<file path="config.mk">
export PLATFORM = sky130hd
export DESIGN_NAME = sha3_padder
export DESIGN_NICKNAME = d
export VERILOG_FILES = /design/src/rtl/sha3_padder.sv
export SDC_FILE = /design/constraint.sdc
export NUM_CORES = 2
export LEC_CHECK = 0
export CORE_AREA = 4 4 426 428
export CTS_CLUSTER_DIAMETER = 100
export DETAILED_ROUTE_END_ITERATION = 8
export DIE_AREA = 0 0 430 432
export PLACE_DENSITY_LB_ADDON = 0.15
export SYNTH_ARGS = -nofsm -noshare
export SYNTH_HDL_FRONTEND = slang
export SYNTH_SLANG_ARGS = --single-unit
</file>
<file path="constraint.sdc">
create_clock -name clk -period 3.1 [get_ports clk]
set_clock_uncertainty 0.1 [all_clocks]
set_input_delay 0.775 -clock clk [delete_from_list [all_inputs] [get_ports clk]]
set_output_delay 0.775 -clock clk [all_outputs]
set_load 0.1 [all_outputs]
</file>
<file path="src/rtl/sha3_padder.sv">
// SHA-3 input padder: packs a byte stream into r-bit rate blocks and applies multi-rate padding.
// Define SHA3_PADDER_SHAKE_EN to add the xof input that selects the SHAKE domain suffix (0x1F).
module sha3_padder #(
    parameter int d = 256,
    parameter int r = 1600 - 2*d
) (
    input  logic         clk,
    input  logic         reset,
    input  logic [7:0]   in_data,
    input  logic         in_valid,
    input  logic         in_last,
    input  logic         in_empty,
`ifdef SHA3_PADDER_SHAKE_EN
    input  logic         xof,
`endif
    output logic         in_ready,
    output logic [r-1:0] block,
    output logic         block_valid,
    output logic         block_last,
    input  logic         block_ready
);

    localparam int R  = r / 8;
    localparam int CW = $clog2(R);

    typedef enum logic [1:0] {FILL, HOLD, EXTRA} state_t;

    state_t        state, state_n;
    logic [r-1:0]  block_n;
    logic          last_n;
    logic [CW-1:0] cnt, cnt_n;
    logic          pad_pending, pad_pending_n;
    logic [7:0]    sfx_q, sfx_n, sfx_in;
    logic          is_data;
    int            idx;
    int            p;

`ifdef SHA3_PADDER_SHAKE_EN
    assign sfx_in = xof ? 8'h1F : 8'h06;
`else
    assign sfx_in = 8'h06;
`endif

    assign in_ready    = (state == FILL);
    assign block_valid = (state != FILL);

    always_ff @(posedge clk) begin
        if (reset) begin
            state       <= FILL;
            block       <= '0;
            block_last  <= 1'b0;
            cnt         <= '0;
            pad_pending <= 1'b0;
            sfx_q       <= 8'h06;
        end else begin
            state       <= state_n;
            block       <= block_n;
            block_last  <= last_n;
            cnt         <= cnt_n;
            pad_pending <= pad_pending_n;
            sfx_q       <= sfx_n;
        end
    end

    // Bytes above the fill point are always zero (cleared on block hand-off),
    // so padding only needs to OR in the suffix byte and the final 0x80 bit.
    always_comb begin
        state_n       = state;
        block_n       = block;
        last_n        = block_last;
        cnt_n         = cnt;
        pad_pending_n = pad_pending;
        sfx_n         = sfx_q;
        idx           = int'(cnt);
        is_data       = !(in_last && in_empty);
        p             = is_data ? idx + 1 : idx;

        case (state)
            FILL: begin
                if (in_valid) begin
                    for (int k = 0; k < R; k++) begin
                        if (is_data && k == idx) block_n[8*k +: 8] = in_data;
                    end
                    if (in_last) begin
                        sfx_n   = sfx_in;
                        state_n = HOLD;
                        cnt_n   = '0;
                        if (p < R) begin
                            for (int k = 0; k < R; k++) begin
                                if (k == p) block_n[8*k +: 8] = block_n[8*k +: 8] | sfx_in;
                            end
                            block_n[r-8 +: 8] = block_n[r-8 +: 8] | 8'h80;
                            last_n = 1'b1;
                        end else begin
                            pad_pending_n = 1'b1;
                            last_n        = 1'b0;
                        end
                    end else if (idx == R - 1) begin
                        state_n = HOLD;
                        last_n  = 1'b0;
                        cnt_n   = '0;
                    end else begin
                        cnt_n = cnt + 1'b1;
                    end
                end
            end
            HOLD: begin
                if (block_ready) begin
                    block_n = '0;
                    cnt_n   = '0;
                    if (pad_pending) begin
                        // Message ended exactly on a block boundary: a padding-only block follows.
                        state_n           = EXTRA;
                        block_n[7:0]      = sfx_q;
                        block_n[r-8 +: 8] = 8'h80;
                        last_n            = 1'b1;
                    end else begin
                        state_n = FILL;
                        last_n  = 1'b0;
                    end
                end
            end
            EXTRA: begin
                if (block_ready) begin
                    state_n       = FILL;
                    block_n       = '0;
                    last_n        = 1'b0;
                    pad_pending_n = 1'b0;
                end
            end
            default: begin
                state_n = FILL;
            end
        endcase
    end

endmodule

</file>
Word-level counts from Yosys, hierarchy flattened:

Index checks and enable logic that the tools add are counted.

* mux-type cells: 305
* reduce and logical (&&, ||, !) cells: 150
* $lt $le $gt $ge: 1
* add/subtract/negate cells: 2
* equality and inequality tests: 279

Operator list (number)
* two-way mux 1088 bit: 5
* one-hot mux 1088 bit (3 select lines): 1
* two-way mux 8 bit: 141
* == test 7 x 9 -> 1 bit, first input constant: 64
* == test 8 bit, first input constant: 72
* two-way mux 3 bit: 137
* == test 6 x 9 -> 1 bit, first input constant: 32
* == test 7 x 8 -> 1 bit, first input constant: 32
* == test 5 x 9 -> 1 bit, first input constant: 16
* logical AND 1 bit: 137
* == test 6 x 8 -> 1 bit, first input constant: 16
* == test 4 x 9 -> 1 bit, first input constant: 8
* == test 8 x 9 -> 1 bit, first input constant: 8
* == test 5 x 8 -> 1 bit, first input constant: 8
* == test 3 x 9 -> 1 bit, first input constant: 4
* == test 4 x 8 -> 1 bit, first input constant: 4
* logical NOT 32 bit: 1
* == test 2 x 9 -> 1 bit, first input constant: 2
* == test 3 x 8 -> 1 bit, first input constant: 2
* one-hot mux 8 bit (2 select lines): 1
* two-way mux 2 bit: 6
* two-way mux 1 bit: 10
* inequality test 2 bit, second input constant: 5
* AND reduction 5 bit: 2
* other kinds (20): 23

* logic and storage cells: 742
* input port bits: 14
* flip-flop bits (word level): 1100

Longest topological paths before layout:

* word-level depth: 9
* gate-level depth with buffers: 12
* mapped depth without buffers: 9

Worst setup path after synthesis:

No wires, ideal clock.

* path kind: register to register
* start: reg state[0]
* end: reg block[681]
* slack: 0.084 ns
* library setup time: 0.122 ns
* arrival time: 2.794 ns
* period minus slack after synthesis: 3.016 ns
* stages on the path, launching flop included: 11
* cell sequence: dfxtp_1 > inv_1 > ha_1 > nand2b_1 > o211ai_2 > or3_1 > buf_2 > buf_2 > clkbuf_1 > o21ai_0 > a221o_1

* cells in the longest elaborated chain, start to end: 3
* elaborated cells on any way between the ends: 9
* those cells by class: eq/ne (5); mux (1); reduce/logical (3)

RTL lines
* start: declaration: line 28 `state_t state, state_n;`
* start signal: assignment: line 56 `state <= state_n;`
* logical NOT 2 bit *
* net in_ready: line 16 `output logic in_ready,`
* inequality test 2 bit (no line) / nonzero test 3 bit (equally long branches)
* AND reduction 4 bit (no line)
* end signal: assignment: line 57 `block <= block_n;`
* end: declaration: line 17 `output logic [r-1:0] block,`

Mark *: on every way through the listed nets, which the timed path passes. The rest lies on a longest branch.
A chain may end at the register's enable or synchronous reset.

Worst setup path in the final report:

* start: reg cnt[3]
* end: reg block[897]

* cells in the longest elaborated chain, start to end: 8
* elaborated cells on any way between the ends: 12
* those cells by class: add/sub (1); order compare (1); eq/ne (2); mux (7); reduce/logical (1)

RTL lines
* start: declaration: line 31 `logic [CW-1:0] cnt, cnt_n;`
* start signal: assignment: line 59 `cnt <= cnt_n;`
* branches (longest 5 deep; another with adder 8 x 1 -> 9 bit)
* two-way mux 1088 bit *: line 84 `if (in_last) begin`
* two-way mux 1088 bit *: line 80 `if (in_valid) begin`
* one-hot mux 1088 bit (3 select lines) *: line 78 `case (state)`

Mark *: on every way between the ends. The select of a mux whose other input is x is not followed.

==> impl_results.md <==
* Outcome: completed
* Top-area cell type share of the netlist area at 53.9%
* GPL Wtd Cong at 0.875
* Max VDD drop at between 0.4 and 0.5 mV
* Final instance area at 62500 um^2
* Worst-path clk slew at roughly 0.06 ns
* Hpwl dp at between 150 and 200 mm
* Critical Path Fanout Max at 10
* Final setup fails at 0
* DP Cell Count at 8346
* Post-CTS setup buffers at 0
* Synth Instances at 4477
* WP data arrival at about 3.6 ns
* Core Area at approximately 180000 um^2
* Utilization after layout at a little over a third
* Clk buf depth at 3
* PnR worst setup slack at between 0.09 and 0.1 ns
* CP Capture Type: flop
* Initial core utilization at 23.0%
* Routed WL per cell at approximately 29 um
* MaxCap Viol Count at 0
* Layout cells sized above 1 at around 36%
* Startpoint types: flop
* Clock Sinks at 1100
* Placed Area at approximately 58000 um^2
* Hold_ws at 0.251 ns
* Slew Viols, Final at 0
* Die ar. at about 190000 um^2
* CTS tree: yes
* Ys Warns at 0
* Pre-Repair DR Iteration Count at 7
* Asr flop ratio synth at 0%
* 1st-iter DRT viols at between 3000 and 4000
* Gr usage total at 25.2%
* Pleak at about 0.026 uW
* Worst Tran Pin Value at 0.917 ns
* Detail Route Antenna Nets at 0
* Largest net degree at the start of global routing at ~150
* Root Driver: clkbuf_16
* HP Class: primary input to flop
* H-tree depth at 4
* P per Cell Area at 539 nW/um^2
* Clk_lat worst skew at 0.77 ns
* Ys flop type: dfxtp_1
* CTS Hold Bufs at 0
* Via density at around 5
* Floorplan row count at roughly 160
* Post-CTS sizing at 0
* Commonest non-fill, non-tap cell in the layout: buf_4
* Antenna violations before repair at 8
* Dpl ws at -0.632 ns
* Top achievable clock speed at approximately 330 MHz
* RSZ-0062 raised after global routing: no
* DRC at 0
* Fin crit period at ~3 ns
* Mapped Area at just over 40000 um^2
* Fin crit share at 96.8%
* Final number of hold-violating endpoints at 0
* Vias after detailed routing at ~43000
* Post-synth top area cell: dfxtp_1
* Chip height at about 430 um
* GRT Residual Overflow at 0
* Final WL at 247 mm
* Vias in the first global route at approximately 40000
* Synthesized flop and latch total at 1100
* Average cell area after synthesis at 9.12 um^2
* TritonCTS Buffers at between 100 and 150
* Die Span X at between 400 and 500 um
* Rel. slew slack at a little under two fifths
* Most frequent cells in the layout: 1732 x buf_4, 1100 x dfxtp_1, 977 x nor2_1
* EDFF count, synth at 0
* Crit path required time at 3.67 ns
* Seq/Total Area, Yosys at between 50% and 60%
* First-pass GRT wire length at roughly 340 mm
* IO Port Bufs at between 1000 and 1500
* Syn Nets at 4499
* Layout net count at just over 6000
* Area Overhead vs Synth at 53.0%
* Top cells by area, synth: dfxtp_1 54%, a22oi_1 16%, nor2_1 9.1%
* Ports at approximately 1100
* Crit Path Category: flop to flop
* Fin cells at roughly 8600
* Synth cell types at between 70 and 80
-- critical path, cell delays in order, from the launching register on --
cell,delay (ns)
dfxtp_1,0.60
nand3_1,0.36
buf_4,0.29
a211oi_2,0.23
nor2b_1,0.11
buf_4,0.14
o31ai_2,0.42
buf_4,0.26
nor2_1,0.08
a221o_1,0.29
-- cells in the mapped netlist, types with 16 or more instances --
library cell and number:
dfxtp_1 1100, nor2_1 986, a22oi_1 891, o21ai_0 246, clkbuf_1 241, nand2_1 176, a21oi_1 115, o21ai_1 104
nor2_2 91, buf_2 88, a221o_1 62, a221oi_1 37, o21a_1 31, nand3_1 25, a211oi_1 24, o221a_2 22
and2_1 17, buf_1 17, buf_4 16, nor3_1 16
-- layer usage --
| metal | up-vias | GRT usage, % | share of wire, % |
|---|---|---|---|
| li1 | 19600 | - | - |
| met5 | - | 0 | 0 |
| met4 | 0 | 11.2 | 4.9 |
| met1 | 21300 | 30.2 | 40 |
| met3 | 323 | 6.24 | 6.7 |
| met2 | 1592 | 42.9 | 48 |
-- logic make-up after synthesis --
family | share of synthesized area [%]
fa+ha+maj | 0.245
flops | 53.9
simple gates | 14.4
mux | 0.291
buf+inv | 3.95
xor+xnor | 0.107
compound gates | 27.1
-- flip-flops by register name (all words and copies together), names as in the netlist --
register / flops
block: 1088
block_last: 1
pad_pending: 1
cnt: 8
state: 2
-- stage by stage --
stage / power [uW] / TNS (ns)
global placement: 18300 / -227.28
floorplan: 16100 / 0
detailed placement: 18300 / -231.48
global route: 34800 / 0
finish: 33700 / 0
CTS: 34100 / 0
-- power breakdown --
part / switching [uW] / internal, uW / total (uW)
registers: 18.2 / 14200 / 14200
clock network: 6620 / 9050 / 15700
logic: 2660 / 1190 / 3850
-- layout make-up --
class | count | area, um^2
diodes | 4 | 10.0
clock buffers | 195 | 3920
clock inverters | 41 | 364
fillers | 18400 | 115000
inverters | 13 | 48.8
multi-input cells | 2997 | 17300
flip-flops and latches | 1100 | 22000
well taps | 2355 | 2950
repair buffers | 1881 | 15900
-- final timing paths --
kind / startpoint / to / slack (ns) / cells after the start
worst min register to register: block[1] / block[1] / 0.36 / 2
worst min-delay path: reset / state[1] / 0.25 / 2
worst max-delay path: cnt[3] / block[897] / 0.1 / 9
worst max register to register: cnt[3] / block[897] / 0.1 / 9
(Power assumes the default switching activity.)
